`src/rtl/hub75_shift_ext.sv`:
```
// HUB75 column shifter: reads one word per column from line RAM, selects a bit-plane
// per channel and generates the panel shift clock with a runtime divider and scan order.
module hub75_shift_ext #(
    parameter int N_BANKS    = 2,
    parameter int N_COLS     = 64,
    parameter int N_CHANS    = 3,
    parameter int N_PLANES   = 8,
    parameter int RAM_LAT    = 1,
    parameter int DIV_W      = 4,
    parameter int SDW        = N_BANKS * N_CHANS,
    parameter int LOG_N_COLS = (N_COLS > 1) ? $clog2(N_COLS) : 1
) (
    input  logic                      clk,
    input  logic                      rst,
    output logic [SDW-1:0]            phy_data,
    output logic                      phy_clk,
    input  logic [SDW*N_PLANES-1:0]   ram_data,
    output logic [LOG_N_COLS-1:0]     ram_col_addr,
    output logic                      ram_rden,
    input  logic [N_PLANES-1:0]       ctrl_plane,
    input  logic [LOG_N_COLS-1:0]     ctrl_last_col,
    input  logic [DIV_W-1:0]          ctrl_div,
    input  logic                      ctrl_reverse,
    input  logic                      ctrl_go,
    output logic                      ctrl_rdy
);
    localparam int D = RAM_LAT + 1;

    typedef enum logic {S_IDLE, S_SHIFT} state_t;

    state_t                  r_state;
    logic [DIV_W:0]          r_ph;
    logic [LOG_N_COLS-1:0]   r_col;
    logic [LOG_N_COLS-1:0]   r_last;
    logic [DIV_W-1:0]        r_div;
    logic                    r_rev;
    logic [N_PLANES-1:0]     r_plane;
    logic                    r_rden;
    logic [SDW-1:0]          r_data;
    logic [D-1:0]            r_act_d;
    logic [D-1:0]            r_hi_d;
    logic [RAM_LAT-1:0]      r_vld_d;

    logic                    w_accept;
    logic                    w_ph_end;
    logic                    w_col_end;
    logic                    w_hi;
    logic                    w_act;
    logic [SDW-1:0]          w_sel;

    assign w_accept  = ctrl_go && ctrl_rdy;
    // Last phase of a column is P-1 = 2*div+1.
    assign w_ph_end  = (r_ph == {r_div, 1'b1});
    assign w_col_end = r_rev ? (r_col == '0) : (r_col == r_last);
    assign w_hi      = (r_ph > {1'b0, r_div});
    assign w_act     = (r_state == S_SHIFT);

    always_ff @(posedge clk) begin
        if (rst) begin
            r_state <= S_IDLE;
            r_ph    <= '0;
            r_col   <= '0;
            r_last  <= '0;
            r_div   <= '0;
            r_rev   <= 1'b0;
            r_plane <= '0;
            r_rden  <= 1'b0;
        end else begin
            case (r_state)
                S_IDLE: begin
                    r_rden <= 1'b0;
                    if (w_accept) begin
                        r_state <= S_SHIFT;
                        r_ph    <= '0;
                        r_col   <= ctrl_reverse ? ctrl_last_col : '0;
                        r_last  <= ctrl_last_col;
                        r_div   <= ctrl_div;
                        r_rev   <= ctrl_reverse;
                        r_plane <= ctrl_plane;
                        r_rden  <= 1'b1;
                    end
                end
                S_SHIFT: begin
                    if (w_ph_end) begin
                        r_ph <= '0;
                        if (w_col_end) begin
                            r_state <= S_IDLE;
                            r_rden  <= 1'b0;
                        end else begin
                            r_col  <= r_rev ? r_col - 1'b1 : r_col + 1'b1;
                            r_rden <= 1'b1;
                        end
                    end else begin
                        r_ph   <= r_ph + 1'b1;
                        r_rden <= 1'b0;
                    end
                end
                default: r_state <= S_IDLE;
            endcase
        end
    end

    // Clock qualifiers travel D stages so the panel clock lines up with registered data.
    for (genvar gi = 0; gi < D; gi++) begin : g_clk_dly
        if (gi == 0) begin : g_first
            always_ff @(posedge clk) begin
                if (rst) begin
                    r_act_d[gi] <= 1'b0;
                    r_hi_d[gi]  <= 1'b0;
                end else begin
                    r_act_d[gi] <= w_act;
                    r_hi_d[gi]  <= w_hi;
                end
            end
        end else begin : g_rest
            always_ff @(posedge clk) begin
                if (rst) begin
                    r_act_d[gi] <= 1'b0;
                    r_hi_d[gi]  <= 1'b0;
                end else begin
                    r_act_d[gi] <= r_act_d[gi-1];
                    r_hi_d[gi]  <= r_hi_d[gi-1];
                end
            end
        end
    end

    for (genvar gi = 0; gi < RAM_LAT; gi++) begin : g_vld_dly
        if (gi == 0) begin : g_first
            always_ff @(posedge clk) begin
                if (rst) r_vld_d[gi] <= 1'b0;
                else     r_vld_d[gi] <= r_rden;
            end
        end else begin : g_rest
            always_ff @(posedge clk) begin
                if (rst) r_vld_d[gi] <= 1'b0;
                else     r_vld_d[gi] <= r_vld_d[gi-1];
            end
        end
    end

    for (genvar gi = 0; gi < SDW; gi++) begin : g_sel
        assign w_sel[gi] = |(ram_data[gi*N_PLANES +: N_PLANES] & r_plane);
    end

    always_ff @(posedge clk) begin
        if (rst)                       r_data <= '0;
        else if (r_vld_d[RAM_LAT-1])   r_data <= w_sel;
    end

    assign phy_data     = r_data;
    assign phy_clk      = r_act_d[D-1] & r_hi_d[D-1];
    assign ram_rden     = r_rden;
    assign ram_col_addr = r_col;
    assign ctrl_rdy     = (r_state == S_IDLE) && !(|r_act_d);
endmodule

```
`config.mk`:
```
export PLATFORM = sky130hd
export DESIGN_NAME = hub75_shift_ext
export DESIGN_NICKNAME = d
export VERILOG_FILES = /design/src/rtl/hub75_shift_ext.sv
export SDC_FILE = /design/constraint.sdc
export NUM_CORES = 1
export LEC_CHECK = 0
export BUFFER_PORTS_ARGS = -buffer_cell sky130_fd_sc_hd__buf_2
export CAP_MARGIN = 20
export CORE_MARGIN = 2
export CORE_UTILIZATION = 35
export CTS_CLUSTER_DIAMETER = 80
export DETAILED_ROUTE_END_ITERATION = 16
export HOLD_SLACK_MARGIN = 0.08
export PLACE_DENSITY = 0.68
export SYNTH_ARGS = -nofsm -noshare
export SYNTH_HDL_FRONTEND = slang
export SYNTH_SLANG_ARGS = --single-unit
```
`constraint.sdc`:
```
create_clock -name clk -period 2.3 [get_ports clk]
set_clock_uncertainty 0.1 [all_clocks]
set_input_delay 0.345 -clock clk [delete_from_list [all_inputs] [get_ports clk]]
set_output_delay 0.345 -clock clk [all_outputs]
set_load 0.05 [all_outputs]
```
# After elaboration in Yosys (flattened, before gate mapping)
# Cells that the tools add are included.
[word_totals]
regBits = 43
inputBits = 70
output_inout_bits = 15
word_cells = 60
[classes]
add_sub_neg = 3
order_cmp = 1
n_eq_ne = 5
muxes = 16
bitwise_logic = 8
reduce_logical = 13
[ops]
columns = ["cell", "count"]
rows = [
  ["$and A8 B8 Y8", 6],
  ["$reduce_or A8 Y1", 6],
  ["$mux W6", 5],
  ["$pmux W6 S2", 1],
  ["$mux W5", 2],
  ["$pmux W5 S2", 1],
  ["$add A6 B1 Y6 const B", 1],
  ["$eq A6 B6 Y1", 1],
  ["$logic_not A6 Y1", 1],
  ["$sub A6 B1 Y6 const B", 1],
  ["$add A5 B1 Y5 const B", 1],
  ["$eq A5 B5 Y1", 1],
  ["$gt A5 B4 Y1", 1],
  ["$mux W1", 5],
  ["$ne A2 B2 Y1 const B", 2],
  ["$pmux W1 S2", 2],
  ["$reduce_and A3 Y1", 1],
  ["$logic_and A1 B1 Y1", 2],
  ["$ne A2 B1 Y1 const B", 1],
  ["$reduce_and A2 Y1", 1],
  ["$reduce_or A2 Y1", 1],
  ["$and A1 B1 Y1", 1],
  ["$logic_not A1 Y1", 1],
  ["$not A1 Y1", 1],
]

# Logic depth before layout (Yosys ltp)
[depth]
ltp_word = 6
ltp_mapped = 7
mapped_depth_nobuf = 7

# Worst setup path after synthesis
# OpenSTA, ideal clock, no wires.
[synth_timing]
path_type = "register to register"
from = "reg r_state"
to = "reg r_ph[0]"
setup_time_ps = 128
t_arrival_ps = 2370
t_required_ps = 2072
setup_slack_ps = -297
stages_incl_launch_ff = 8
path_buffers = 2
period_less_slack_ps = 2597
path_cell_list = "dfxtp_1 -> nor3_1 -> and2_1 -> clkbuf_1 -> buf_2 -> nor3_1 -> a21oi_1 -> nor2_1"
[synth_via]
elab_chain_len = 4
elab_cells_between_ends = 5
cone_classes = "1 x eq/ne; 1 x mux; 1 x bitwise; 2 x reduce/logical"
[synth_lines]
columns = ["item", "line", "source"]
rows = [
  ["start, declared", "31", "state_t r_state;"],
  ["start signal, assigned", "60", "r_state <= S_IDLE;"],
  ["start signal, assigned", "73", "r_state <= S_SHIFT;"],
  ["start signal, assigned", "87", "r_state <= S_IDLE;"],
  ["$not A1 Y1", "-", ""],
  ["$logic_and A1 B1 Y1", "155", "assign ctrl_rdy = (r_state == S_IDLE) && !(|r_act_d);"],
  ["net ctrl_rdy", "25", "output logic ctrl_rdy"],
  ["$logic_and A1 B1 Y1", "51", "assign w_accept = ctrl_go && ctrl_rdy;"],
  ["$ne A2 B2 Y1 (no source line)", "-", ""],
  ["end signal, assigned", "94", "r_ph <= r_ph + 1'b1;"],
  ["end, declared", "32", "logic [DIV_W:0] r_ph;"],
]
# The timed path passes the listed nets, and every way through them passes these cells.
# A chain may end at the register's enable or synchronous reset.

# Worst setup path after layout
[layout_timing]
from = "reg r_rev"
to = "reg r_col[4] (netlist: ram_col_addr[4])"
[layout_via]
elab_chain_len = 4
elab_cells_between_ends = 7
cone_classes = "1 x eq/ne; 5 x mux; 1 x reduce/logical"
[layout_lines]
columns = ["item", "line", "source"]
rows = [
  ["start, declared", "36", "logic r_rev;"],
  ["start signal, assigned", "78", "r_rev <= ctrl_reverse;"],
  ["$mux W6", "90", "r_col <= r_rev ? r_col - 1'b1 : r_col + 1'b1;"],
  ["$mux W6", "86", "if (w_col_end) begin"],
  ["$mux W6", "84", "if (w_ph_end) begin"],
  ["$pmux W6 S2", "69", "case (r_state)"],
  ["end signal, assigned", "75", "r_col <= ctrl_reverse ? ctrl_last_col : '0;"],
  ["end signal, assigned", "90", ""],
  ["end, declared", "33", "logic [LOG_N_COLS-1:0] r_col;"],
]
# Several ways; a longest one is shown, not always the timed one. The select of a mux whose other input is x is not followed.

==> results.sh <==
export IMPL_area_delta_synth_final_pct=28.0
export IMPL_clock_latency_ps=300
export IMPL_row_count=29
export IMPL_antenna_found_initial=0
export IMPL_hpwl_um=4800
export IMPL_h_tree_depth=2
export IMPL_min_period_over_period=0.894
export IMPL_clk_pin_slew_ps=90
export IMPL_leakage_uw=0.00130
export IMPL_drt_iter0_markers=103
export IMPL_antenna_cells=0
export IMPL_maxCapViolCount=0
export IMPL_synth_fp_nets=355
export IMPL_via_per_inst=5.23
export IMPL_max_stage_delay_ps=500
export IMPL_gp_congestion=0.886
export IMPL_setup_viol=0
export IMPL_fmax_mhz=486
export IMPL_wl_per_cell_um=14.2
export IMPL_avgSynthCellArea_um2=8.31
export IMPL_ys_types=40
export IMPL_grt_max_degree=34
export IMPL_slowest_stage="dfxtp_1"
export IMPL_slew_viol_final=0
export IMPL_ctsLongestPathBuffers=2
export IMPL_die_h_um=84.8
export IMPL_drc=0
export IMPL_synthArstFlopShare=0
export IMPL_seqCellArea_um2=861
export IMPL_wl_um=6210
export IMPL_syn_cell_area_mm2=0.00229
export IMPL_cp_top_family="flip-flops"
export IMPL_vias=2298
export IMPL_initial_utilization=0.360
export IMPL_cts_resized=0
export IMPL_total_power_uw=1950
export IMPL_grt_pass1_wl_um=10100
export IMPL_antenna_left=0
export IMPL_critPathCaptureType="flop"
export IMPL_cts_setup_buffers=0
export IMPL_critPathArrivalTime_ps=2150
export IMPL_cp_buffers_inverters=1
export IMPL_cts_made_buffers=5
export IMPL_fin_nets=441
export IMPL_cts_hold_buffers=0
export IMPL_yosys_warnings=0
export IMPL_path_cells="inv_1 > fa_1 > nor2b_1 > o21ai_0 > mux2i_1 > a31oi_1 > mux2_4"
export IMPL_drive_gt1_frac=0.304
export IMPL_synth_edf_count=0
export IMPL_cts_tree="yes"
export IMPL_start_kind="flop"
export IMPL_n_fill_cell=650
export IMPL_portBuffers=84
export IMPL_coreArea_mm2=0.00635
export IMPL_p_per_area_mw_per_mm2=666
export IMPL_dr_pass1_iters=5
export IMPL_worstSetupPathType="flop to flop"
export IMPL_slew_headroom=0.603
export IMPL_track_usage=0.173
export IMPL_worst_ep_required_time_ps=2390
export IMPL_cts_sinks=43
export IMPL_ys_seq_area_frac=0.377
export IMPL_dieArea_mm2=0.00719
export IMPL_outcome="completed"
export IMPL_ys_ff_latch=43
export IMPL_setup_tns_final_ps=0
export IMPL_grt_pass1_vias=2231
export IMPL_peakVddDrop_v=0.000328
export IMPL_hp_class="input port to flop"
export IMPL_rsz0062_at_grt="false"
export IMPL_finalHoldViolCount=0
export IMPL_cts_root_buf="clkbuf_8"
export IMPL_die_w_um=84.8
export IMPL_fin_crit_ps=2060
export IMPL_worstMarginPinSlew_ps=596
export IMPL_ys_flop_type="dfxtp_1"
export IMPL_crit_fanout=8
export IMPL_ioPinCount=85
export IMPL_multi_input_area_mm2=0.00135
export IMPL_overflow=0
export IMPL_synth_cells=275
==> stage by stage <==
step	setup slack, ps	util	area [um2]	hold slack, ps	std cells
detailed placement	280	0.443	2810	341	431
finish	244	0.461	2930	175	439
floorplan	58.3	-	2290	314	275
global route	37.2	0.461	2930	173	439
CTS	257	0.461	2930	169	439
global placement	293	0.443	2810	319	431
==> power by group <==
| group | switching, uW | leakage, uW | internal [uW] |
|---|---|---|---|
| Sequential | 67.7 | 0.000351 | 796 |
| Combinational | 278 | 0.000888 | 209 |
| Clock | 272 | 0.0000581 | 323 |
==> registers in the layout, summed over array words and instances (netlist names) <==
name and cells:
phy_data 6, r_act_d 2, r_div 4, r_hi_d 2, r_last 6, r_ph 5, r_plane 8, r_rev 1
r_state 1, r_vld_d 1, ram_col_addr 6, ram_rden 1
==> placed cells by master (no fill, tap or decap), types with 3 or more instances in the layout <==
master and n:
a222oi_1 6, nand3_1 11, nand2_1 45, a211oi_1 8
clkbuf_8 5, nor2_1 13, mux2i_1 5, nor4_1 3
nor3_1 5, nor2b_1 8, buf_4 7, ha_1 9
xor2_1 7, o21ai_0 7, a22oi_1 12, a31oi_1 4
a21oi_1 31, o21a_1 3, dfxtp_1 43, nand2b_1 5
xnor2_1 6, inv_1 9, buf_2 84
==> worst min-delay path, cell delays in order <==
cell	delay, ps
buf_2	100
nand2_1	40
a21oi_1	50
==> synthesized netlist by cell type (all sizes together), types with 3 or more instances <==
cell type	n	area, um2
a211oi	8	60.1
a21oi	33	180
a222oi	6	60.1
a22oi	12	90.1
a31oi	4	25.0
clkbuf	10	37.5
dfxtp	43	861
ha	9	113
inv	10	37.5
mux2i	5	50.1
nand2	45	169
nand2b	5	31.3
nand3	11	55.1
nor2	13	48.8
nor2b	8	50.1
nor3	6	30.0
nor4	4	40.0
o21a	3	22.5
o21ai	7	35.0
xnor2	6	52.6
xor2	7	61.3
==> metal layers <==
layer | global-route usage | wire length [um] | vias to the layer above
met5 | 0 | 0 | -
li1 | - | - | 1162
met3 | 0.0360 | 326 | 8
met1 | 0.217 | 2890 | 1068
met4 | 0.0418 | 76 | 0
met2 | 0.304 | 2920 | 60
==> path summary, 6_finish.rpt <==
kind	from	to	slack [ps]	depth (start not counted)
setup / recovery	r_rev$_SDFFE_PP0P_	ram_col_addr[4]$_SDFFE_PP0P_	240	7
hold reg to reg	r_hi_d[0]$_SDFF_PP0_	r_hi_d[1]$_SDFF_PP0_	350	1
hold / removal	ctrl_div[3]	r_div[3]$_SDFFE_PP0P_	170	3
setup reg to reg	r_rev$_SDFFE_PP0P_	ram_col_addr[4]$_SDFFE_PP0P_	240	7
==> layout make-up <==
class	instances	area share
clock buffers	5	0.0235
repair buffers	91	0.162
clock inverters	3	0.0150
multi-input cells	210	0.460
flip-flops and latches	43	0.294
inverters	10	0.0128
well taps	77	0.0329
==> logic make-up after synthesis <==
logic type | Yosys count | synth area share
fa+ha+maj | 10 | 0.0580
flops | 43 | 0.377
simple gates | 99 | 0.207
mux | 7 | 0.0350
xor+xnor | 13 | 0.0498
compound gates | 81 | 0.236
buf+inv | 22 | 0.0372
Power figures use the tool's default switching activity.
